===== config.mk =====
export PLATFORM = sky130hd
export DESIGN_NAME = dual_issue_scheduler
export DESIGN_NICKNAME = d
export VERILOG_FILES = /design/src/rtl/sched_pkg.sv /design/src/rtl/sched_scoreboard.sv /design/src/rtl/dual_issue_scheduler.sv
export SDC_FILE = /design/constraint.sdc
export NUM_CORES = 1
export LEC_CHECK = 0
export BUFFER_PORTS_ARGS = -buffer_cell sky130_fd_sc_hd__buf_2
export CAP_MARGIN = 20
export CORE_MARGIN = 2
export CORE_UTILIZATION = 25
export CTS_BUF_LIST = sky130_fd_sc_hd__clkbuf_4 sky130_fd_sc_hd__clkbuf_8
export CTS_CLUSTER_SIZE = 30
export DETAILED_ROUTE_END_ITERATION = 7
export PLACE_DENSITY = 0.43
export SLEW_MARGIN = 20
export SYNTH_ARGS = -nofsm -noshare
export SYNTH_HDL_FRONTEND = slang
export SYNTH_SLANG_ARGS = --single-unit

===== constraint.sdc =====
create_clock -name clk -period 9.8 [get_ports clk]
set_clock_uncertainty 0.05 [all_clocks]
set_input_delay 1.96 -clock clk [delete_from_list [all_inputs] [get_ports clk]]
set_output_delay 1.96 -clock clk [all_outputs]
set_load 0.05 [all_outputs]

===== src/rtl/sched_pkg.sv =====
// rtl/sched_pkg.sv - field layout and class encoding of the decoded instruction bundle
package sched_pkg;
    localparam int INSTR_W     = 64;
    localparam int NREGS       = 32;

    localparam int RD_LSB      = 0;
    localparam int RS1_LSB     = 5;
    localparam int RS2_LSB     = 10;
    localparam int RD_WE_BIT   = 15;
    localparam int USE_RS1_BIT = 16;
    localparam int USE_RS2_BIT = 17;
    localparam int CLS_LSB     = 18;
    localparam int FIELDS_W    = 20;

    typedef enum logic [1:0] {
        CLS_ALU = 2'd0,
        CLS_MEM = 2'd1,
        CLS_BR  = 2'd2,
        CLS_MUL = 2'd3
    } cls_e;

    typedef struct packed {
        logic [4:0] rd;
        logic [4:0] rs1;
        logic [4:0] rs2;
        logic       rd_we;
        logic       use_rs1;
        logic       use_rs2;
        cls_e       cls;
    } fields_t;

    function automatic fields_t decode(input logic [FIELDS_W-1:0] b);
        fields_t f;
        f.rd      = b[RD_LSB +: 5];
        f.rs1     = b[RS1_LSB +: 5];
        f.rs2     = b[RS2_LSB +: 5];
        f.rd_we   = b[RD_WE_BIT];
        f.use_rs1 = b[USE_RS1_BIT];
        f.use_rs2 = b[USE_RS2_BIT];
        f.cls     = cls_e'(b[CLS_LSB +: 2]);
        return f;
    endfunction
endpackage


===== src/rtl/sched_scoreboard.sv =====
// rtl/sched_scoreboard.sv - pending-write vector with two set ports, two clear ports and six lookups
module sched_scoreboard #(
    parameter int NREGS = 32
) (
    input  logic        clk,
    input  logic        rst,
    input  logic        flush_i,
    input  logic        set0_en_i,
    input  logic [4:0]  set0_idx_i,
    input  logic        set1_en_i,
    input  logic [4:0]  set1_idx_i,
    input  logic        clr0_en_i,
    input  logic [4:0]  clr0_idx_i,
    input  logic        clr1_en_i,
    input  logic [4:0]  clr1_idx_i,
    input  logic [29:0] rd_idx_i,
    output logic [5:0]  pend_o
);
    import sched_pkg::*;

    logic [NREGS-1:0] pend_q;
    logic [NREGS-1:0] pend_d;

    // Sets are applied after clears so an issue colliding with a writeback stays pending.
    always_comb begin
        pend_d = pend_q;
        if (clr0_en_i) pend_d[clr0_idx_i] = 1'b0;
        if (clr1_en_i) pend_d[clr1_idx_i] = 1'b0;
        if (set0_en_i) pend_d[set0_idx_i] = 1'b1;
        if (set1_en_i) pend_d[set1_idx_i] = 1'b1;
        pend_d[0] = 1'b0;
        if (flush_i) pend_d = '0;
    end

    always_ff @(posedge clk) begin
        if (rst) begin
            pend_q <= '0;
        end else begin
            pend_q <= pend_d;
        end
    end

    always_comb begin
        pend_o = '0;
        for (int i = 0; i < 6; i++) begin
            pend_o[i] = pend_q[rd_idx_i[5*i +: 5]];
        end
    end
endmodule


===== src/rtl/dual_issue_scheduler.sv =====
// rtl/dual_issue_scheduler.sv - in-order dual-issue from the FIFO head pair into two pipe issue registers
module dual_issue_scheduler #(
    parameter int FIFO_DEPTH = 8,
    parameter int INSTR_W    = sched_pkg::INSTR_W,
    parameter int NREGS      = sched_pkg::NREGS
) (
    input  logic               clk,
    input  logic               rst,
    input  logic               flush_i,
    input  logic [INSTR_W-1:0] fifo_out1_i,
    input  logic [INSTR_W-1:0] fifo_out2_i,
    input  logic               fifo_valid1_i,
    input  logic               fifo_valid2_i,
    output logic [1:0]         deq_cnt_o,
    output logic               deq_en_o,
    output logic [INSTR_W-1:0] ex0_instr_o,
    output logic               ex0_valid_o,
    input  logic               ex0_ready_i,
    output logic [INSTR_W-1:0] ex1_instr_o,
    output logic               ex1_valid_o,
    input  logic               ex1_ready_i,
    input  logic               wb0_en_i,
    input  logic [4:0]         wb0_rd_i,
    input  logic               wb1_en_i,
    input  logic [4:0]         wb1_rd_i,
    output logic [15:0]        stall_cnt_o
);
    import sched_pkg::*;

    fields_t            fa;
    fields_t            fb;
    logic [5:0]         pend_hit;
    logic               a_haz, b_haz, a_writes, b_writes, pair_dep;
    logic               ex0_free, ex1_free, a_issue, b_issue;

    logic [INSTR_W-1:0] ex0_instr_q, ex0_instr_d, ex1_instr_q, ex1_instr_d;
    logic               ex0_valid_q, ex0_valid_d, ex1_valid_q, ex1_valid_d;
    logic [15:0]        stall_cnt_q, stall_cnt_d;

    assign fa = decode(fifo_out1_i[FIELDS_W-1:0]);
    assign fb = decode(fifo_out2_i[FIELDS_W-1:0]);

    sched_scoreboard #(.NREGS(NREGS)) u_sb (
        .clk        (clk),
        .rst        (rst),
        .flush_i    (flush_i),
        .set0_en_i  (a_issue && a_writes),
        .set0_idx_i (fa.rd),
        .set1_en_i  (b_issue && b_writes),
        .set1_idx_i (fb.rd),
        .clr0_en_i  (wb0_en_i),
        .clr0_idx_i (wb0_rd_i),
        .clr1_en_i  (wb1_en_i),
        .clr1_idx_i (wb1_rd_i),
        .rd_idx_i   ({fb.rd, fb.rs2, fb.rs1, fa.rd, fa.rs2, fa.rs1}),
        .pend_o     (pend_hit)
    );

    assign a_haz    = (fa.use_rs1 && pend_hit[0]) || (fa.use_rs2 && pend_hit[1]) || (fa.rd_we && pend_hit[2]);
    assign b_haz    = (fb.use_rs1 && pend_hit[3]) || (fb.use_rs2 && pend_hit[4]) || (fb.rd_we && pend_hit[5]);
    assign a_writes = fa.rd_we && (fa.rd != 5'd0);
    assign b_writes = fb.rd_we && (fb.rd != 5'd0);

    // B must not read or overwrite what A produces in the same pair.
    assign pair_dep = a_writes && ((fb.use_rs1 && (fb.rs1 == fa.rd)) ||
                                   (fb.use_rs2 && (fb.rs2 == fa.rd)) ||
                                   (fb.rd_we   && (fb.rd  == fa.rd)));

    assign ex0_free = !ex0_valid_q || ex0_ready_i;
    assign ex1_free = !ex1_valid_q || ex1_ready_i;

    assign a_issue  = !rst && !flush_i && fifo_valid1_i && !a_haz && ex0_free;
    assign b_issue  = a_issue && fifo_valid2_i && (fb.cls == CLS_ALU) && (fa.cls != CLS_BR) &&
                      !b_haz && !pair_dep && ex1_free;

    assign deq_cnt_o = 2'(a_issue) + 2'(b_issue);
    assign deq_en_o  = |deq_cnt_o;

    always_comb begin
        ex0_valid_d = ex0_valid_q;
        ex0_instr_d = ex0_instr_q;
        ex1_valid_d = ex1_valid_q;
        ex1_instr_d = ex1_instr_q;
        if (flush_i) begin
            ex0_valid_d = 1'b0;
            ex1_valid_d = 1'b0;
        end else begin
            if (a_issue) begin
                ex0_valid_d = 1'b1;
                ex0_instr_d = fifo_out1_i;
            end else if (ex0_ready_i) begin
                ex0_valid_d = 1'b0;
            end
            if (b_issue) begin
                ex1_valid_d = 1'b1;
                ex1_instr_d = fifo_out2_i;
            end else if (ex1_ready_i) begin
                ex1_valid_d = 1'b0;
            end
        end
        stall_cnt_d = stall_cnt_q;
        if (fifo_valid1_i && (deq_cnt_o == 2'd0) && (stall_cnt_q != 16'hFFFF)) begin
            stall_cnt_d = stall_cnt_q + 16'd1;
        end
    end

    always_ff @(posedge clk) begin
        if (rst) begin
            ex0_valid_q <= 1'b0;
            ex0_instr_q <= '0;
            ex1_valid_q <= 1'b0;
            ex1_instr_q <= '0;
            stall_cnt_q <= '0;
        end else begin
            ex0_valid_q <= ex0_valid_d;
            ex0_instr_q <= ex0_instr_d;
            ex1_valid_q <= ex1_valid_d;
            ex1_instr_q <= ex1_instr_d;
            stall_cnt_q <= stall_cnt_d;
        end
    end

    assign ex0_valid_o = ex0_valid_q;
    assign ex0_instr_o = ex0_instr_q;
    assign ex1_valid_o = ex1_valid_q;
    assign ex1_instr_o = ex1_instr_q;
    assign stall_cnt_o = stall_cnt_q;

    a_pop_bound: assert property (@(posedge clk) disable iff (rst)
        (!b_issue || a_issue) && (int'(deq_cnt_o) <= FIFO_DEPTH));
endmodule


After elaboration in Yosys (flattened, before gate mapping)
Cells that the tools add are included.
{"block": "totals", "out_inout_bits": 149, "input_bits": 147, "regBits": 178, "elab_cells": 116}
{"block": "classes", "muxes": 28, "n_eq_ne": 5, "n_lt_le_gt_ge": 12, "bitwise_logic": 7, "n_reduce_logical": 55, "add_sub_neg": 2}
{"operator": "32-bit two-way mux", "n": 4}
{"operator": "32-bit bitwise AND", "n": 2}
{"operator": "32-bit NOT", "n": 2}
{"operator": "32-bit OR", "n": 2}
{"operator": "5-bit by 6-bit less-than comparator with 1-bit output (second input constant)", "n": 8}
{"operator": "1-bit binary-select mux with 5-bit select", "n": 6}
{"operator": "1-bit logical AND", "n": 30}
{"operator": "1-bit demux with 5-bit select", "n": 4}
{"operator": "5-bit by 1-bit >= comparator with 1-bit output (second input constant)", "n": 4}
{"operator": "16-bit by 1-bit adder with 16-bit output (second input constant)", "n": 1}
{"operator": "16-bit != test (second input constant)", "n": 1}
{"operator": "5-bit == test", "n": 3}
{"operator": "1-bit two-way mux", "n": 14}
{"operator": "5-bit nonzero test", "n": 2}
{"operator": "1-bit logical OR", "n": 8}
{"operator": "1-bit logical NOT", "n": 7}
{"operator": "2-bit logical NOT", "n": 2}
{"operator": "2-bit AND reduction", "n": 2}
{"operator": "2-bit nonzero test", "n": 2}
{"operator": "2-bit OR reduction", "n": 2}
{"operator": "1-bit by 1-bit adder with 2-bit output", "n": 1}
{"operator": "2-bit != test (second input constant)", "n": 1}
{"operator": "1-bit NOT", "n": 1}

Depth between registers and ports, before layout
{"block": "logic_depth", "ltp_word": 18, "mapped_depth": 17, "mapped_depth_nobuf": 15}

By module
A second synthesis with hierarchy kept.
{"block": "hier_totals", "hier_cells": 1092, "hier_area_um2": 9555.4}
{"mod": "dual_issue_scheduler", "area_each_um2": 6064.6, "instances": 1, "seq_area_each_um2": 2922.8, "cells_each": 683}
{"mod": "sched_scoreboard", "area_each_um2": 3490.8, "instances": 1, "seq_area_each_um2": 620.6, "cells_each": 409}

Least setup slack after synthesis
No wires, ideal clock.
{"block": "synth_timing", "path_type": "input -> output", "startpoint": "in fifo_out1_i[12]", "endpoint": "out deq_cnt_o[0]", "n_path_buf": 1, "arrival_time_ns": 4.956, "stages": 9, "setup_slack_ns": 2.834, "required_ns": 7.790, "path_cell_list": "buf_1 -> mux4_2 -> o22ai_1 -> nor3_1 -> or4_4 -> a211oi_4 -> nand2_1 -> or4_4 -> ha_1"}
{"block": "synth_via", "elab_chain_len": 15}
{"item": "from (decl)", "line": "dual_issue_scheduler.sv:10", "rtl": "input logic [INSTR_W-1:0] fifo_out1_i,"}
{"item": "1-bit binary-select mux with 5-bit select *", "line": "sched_scoreboard.sv:46", "rtl": "pend_o[i] = pend_q[rd_idx_i[5*i +: 5]];"}
{"item": "1-bit two-way mux (implied by the code) *", "line": "sched_scoreboard.sv:46"}
{"item": "1-bit logical AND *", "line": "dual_issue_scheduler.sv:59", "rtl": "assign a_haz = (fa.use_rs1 && pend_hit[0]) || (fa.use_rs2 && pend_hit[1]) || (fa.rd_we && pend_hit[2]);"}
{"item": "1-bit logical OR * (2 in series)", "line": "dual_issue_scheduler.sv:59"}
{"item": "1-bit logical NOT *", "line": "dual_issue_scheduler.sv:72", "rtl": "assign a_issue = !rst && !flush_i && fifo_valid1_i && !a_haz && ex0_free;"}
{"item": "1-bit logical AND * (2 in series)", "line": "dual_issue_scheduler.sv:72"}
{"item": "1-bit logical AND (4 in series)", "line": "dual_issue_scheduler.sv:73", "rtl": "assign b_issue = a_issue && fifo_valid2_i && (fb.cls == CLS_ALU) && (fa.cls != CLS_BR) &&"}
{"item": "1-bit logical AND (2 in series)", "line": "dual_issue_scheduler.sv:74", "rtl": "!b_haz && !pair_dep && ex1_free;"}
{"item": "1-bit by 1-bit adder with 2-bit output *", "line": "dual_issue_scheduler.sv:76", "rtl": "assign deq_cnt_o = 2'(a_issue) + 2'(b_issue);"}
{"item": "to (decl)", "line": "dual_issue_scheduler.sv:14", "rtl": "output logic [1:0] deq_cnt_o,"}
Every way passes the cells marked *; elsewhere a longest branch is shown, timed or not. The select of a mux whose other input is x is not followed.

Worst setup path in the final report
{"block": "layout_timing", "startpoint": "in fifo_out1_i[10]", "endpoint": "out deq_cnt_o[0]"}
The elaborated chain is that of the path after synthesis.

==> summary.md <==
| Metric | Value |
|---|---|
| Inserted Diodes | 0 |
| CP top delay family | simple AND/OR/NAND/NOR gates |
| Post-Route WL | 40,100 um |
| P_int | ~0.0010 W |
| Top routing layer used | met5 |
| Most frequent cell after synthesis | dfxtp_1 |
| Worst EP arrival | 5.64 ns |
| Maximum vdd ir drop | approximately 0.083 mV |
| Final Hold Viols | 0 |
| Die width | 200 um |
| NetSw | 0.000474 W |
| Worst hold margin | between 0.4 and 0.5 ns |
| Post-DRT Antenna Nets | 0 |
| Crit share post-route | 0.781 |
| IO Count | between 200 and 300 |
| Status | finished clean |
| WS Path Type | in -> out |
| Wirelength per Cell | around 21 um |
| Sw Share | 0.320 |
| Largest family of logic cells by synthesized area | simple AND/OR/NAND/NOR gates |
| Fmax | around 130 MHz |
| Effective utilization at floorplan | 0.254 |
| Cells after Synth | roughly 1,200 |
| PortBufs | 295 |
| Clk_lat worst skew | 0.49 ns |
| P_leak | roughly 4.8 nW |
| Drt drc | 0 |
| Total GRT Usage | 0.197 |
| CTS tree | built |
| Critical path's slowest cell | or4_4 |
| First-pass DRT Iterations | 5 |
| Async S/R FF share, synth | 0 |
| Mapped Area | about 9600 sq um |
| Most common library cells after synthesis | dfxtp_1, nand2_1, a21oi_1 |
| CTS HTree Levels | 4 |
| GPL Wtd Cong | approximately 0.9 |
| PostCTS Resize Cnt | 0 |
| Post-Synth Simple-Gate Area | 0.229 |
| Die area | 39,800 sq um |
| Std cell rows | approximately 70 |
| Share of the synthesized area in the top cell type | 0.370 |
| Syn_area_per_cell | 8.27 sq um |
| Distinct cells, synth | 73 |
| TritonCTS Buffers | 17 |
| Synth Flop Type | dfxtp_1 |
| Register area share after synthesis | 0.370 |
| Initial antenna violation count | 1 |
| Setup WS pre-CTS | approximately 2.1 ns |
| Post-Syn Nets | 1,307 |
| GRT overflow | 0 |
| Met1 WL | about 18,000 um |
| Req. time, crit path | approximately 8 ns |
| Synth Area in XOR/XNOR | 0.0266 |
| DRT iter0 DRCs | 618 |
| Crit end category | output port |
| CTS clock-pin slew for the worst setup and hold paths | roughly 0.090 ns |
| Seq pwr share | 0.498 |
| Vias per std cell | roughly 5.2 |
| Final net count | around 1,500 |
| Synth-to-layout area growth | 22.1% |
| Vias in the first global route | between 9,000 and 10,000 |
| First-pass GRT wire length | roughly 59,000 um |
| RSZ-0062 raised after global routing | false |
| Worst Path Buf+Inv | 3 |
| Filler cells | 4,129 |
| Multiplexer share of the synthesized area | 0.103 |
| Warnings from Yosys | 0 |
| Synth Area in Compound Gates | 0.209 |
| #FFs+latches synth | ~180 |
| Clk pwr share | 0.353 |
| Clk root buf | clkbuf_8 |
| Crit-path cells | buf_2, mux4_2, o22ai_1, nor3_1, or4_4, a211oi_4, nand2_2, buf_4, or4_4, ha_1, buf_2 |
| Hold WC Path Type | reg -> reg |
| Die height | about 200 um |
| CTS Hold Bufs | 0 |
| Layout cells sized above 1 | 0.286 |
| Adder-Cell Fraction of Synth Area | 0.00392 |
| Crit-path max FO | 67 |
| Synth area leader | dfxtp_1 |
| Worst slew pin tran | roughly 0.96 ns |
| Crit path launch type | input pin |
| Combinational Power Share | 0.148 |
| Met3 wire length | 3050 um |
| CTS sink cnt | between 150 and 200 |
| EDFF count, synth | 0 |
| Dpl hpwl | around 27,000 um |
| Largest cells by area after synthesis | dfxtp_1, a21oi_1, nand2_1, nand3_1, mux4_2 |
| Max-slew headroom | 0.359 |
| Max-cap violations | 0 |
| Pin count of the biggest net entering global routing | ~80 |
| Routed wl met2 | 18,200 um |
| Number of setup buffers added after CTS | 0 |
| Final min period | about 7.7 ns |
| Vias | ~10,000 |
| Max-slew violation count | 0 |
| TNS Setup | 0 ns |
| Setup WS post-layout | between 2 and 2.5 ns |
| Clock buffer depth | 2 |
| Power Dens Cells | about 130 nW/um^2 |
| CORE AREA | roughly 38,000 sq um |
| Crit-path max cell delay | around 0.64 ns |
| Final setup viols | 0 |
[flip-flops by register name, summed over array words and instances, names as in the netlist]
| signal | count |
|---|---|
| ex1_instr_o | 64 |
| stall_cnt_o | 16 |
| ex1_valid_o | 1 |
| ex0_instr_o | 64 |
| u_sb.pend_q | 31 |
| ex0_valid_o | 1 |
[logic make-up after synthesis]
group | count (synthesis)
compound gates | 321
xor+xnor | 29
fa+ha+maj | 3
buf+inv | 124
flops | 177
mux | 72
simple gates | 431
[layout by cell type, fill, tap and decap left out, types with 6 or more instances in the layout]
cell,netlist,final
buf_2,27,294
o31a_1,9,9
inv_1,15,15
mux4_2,20,20
mux2i_1,44,44
mux2_2,8,8
clkbuf_8,0,17
nor3_1,10,9
dfxtp_1,177,177
o31ai_1,12,12
nor2_1,40,39
nand4_1,13,13
a31oi_1,10,10
nor2b_1,10,9
o21ai_1,7,7
buf_4,13,13
a221oi_1,13,13
a22oi_1,18,18
nor4_1,13,13
and3_1,8,8
xnor2_1,7,7
a21oi_1,130,130
and3b_1,6,6
o21ai_0,68,68
nand3_1,100,100
xor2_1,22,22
o22ai_1,11,11
nand3b_1,10,10
nand2_1,170,169
nor3b_1,17,17
[worst paths after layout]
check                                  endpoint  slack (ns)  depth (start not counted)            start
worst max-delay path               deq_cnt_o[0]        2.15                         11  fifo_out1_i[10]
worst min-delay path            ex0_instr_o[34]        0.41                          2  ex0_instr_o[34]
worst max register to register   stall_cnt_o[5]        5.03                         15   u_sb.pend_q[3]
worst min register to register  ex0_instr_o[34]        0.41                          2  ex0_instr_o[34]
[worst register-to-register path: stages, from the launching register on]
cell and delay, ns:
dfxtp_1 0.51, mux2_2 0.36, a221o_1 0.29, and4_1 0.15
or4_4 0.53, a211oi_4 0.45, nand2_2 0.08, buf_4 0.37
or4_4 0.68, ha_1 0.21, nand2_1 0.13, a31oi_1 0.17
and4_1 0.35, nand3_1 0.11, xor2_1 0.17, nor2_1 0.05
[per-stage QoR]
step / total power (W) / util / std cells / instance area, sq um
after global placement: 0.000974 / 0.300 / 1868 / 11300
final: 0.00148 / 0.310 / 1900 / 11700
after detailed placement: 0.000975 / 0.300 / 1868 / 11300
after floorplan: 0.000896 / - / 1157 / 9560
after global routing: 0.00155 / 0.310 / 1900 / 11700
after CTS: 0.00151 / 0.310 / 1900 / 11700
[routing by layer]
metal / global-route usage / up-vias
met5: 0 / -
met4: 0.0631 / 2
met3: 0.0459 / 47
met2: 0.313 / 392
met1: 0.263 / 4776
li1: - / 4647
[power groups by stage]
stage          sequential [W]  clock [W]  combinational [W]
6_report             0.000738   0.000524           0.000219
5_1_grt              0.000740   0.000575           0.000237
4_1_cts              0.000739   0.000549           0.000220
3_5_place_dp         0.000755          0           0.000220
3_3_place_gp         0.000755          0           0.000219
2_1_floorplan        0.000795          0           0.000101
[layout make-up]
class                   count  area (sq um)  share of cell area
multi-input cells         856          5480               0.469
flip-flops and latches    177          3540               0.303
repair buffers            307          1570               0.134
well taps                 511           639              0.0547
clock buffers              17           234              0.0200
clock inverters            15           153              0.0131
inverters                  17          63.8             0.00546
Note: power is estimated with default switching activity, not from simulation.
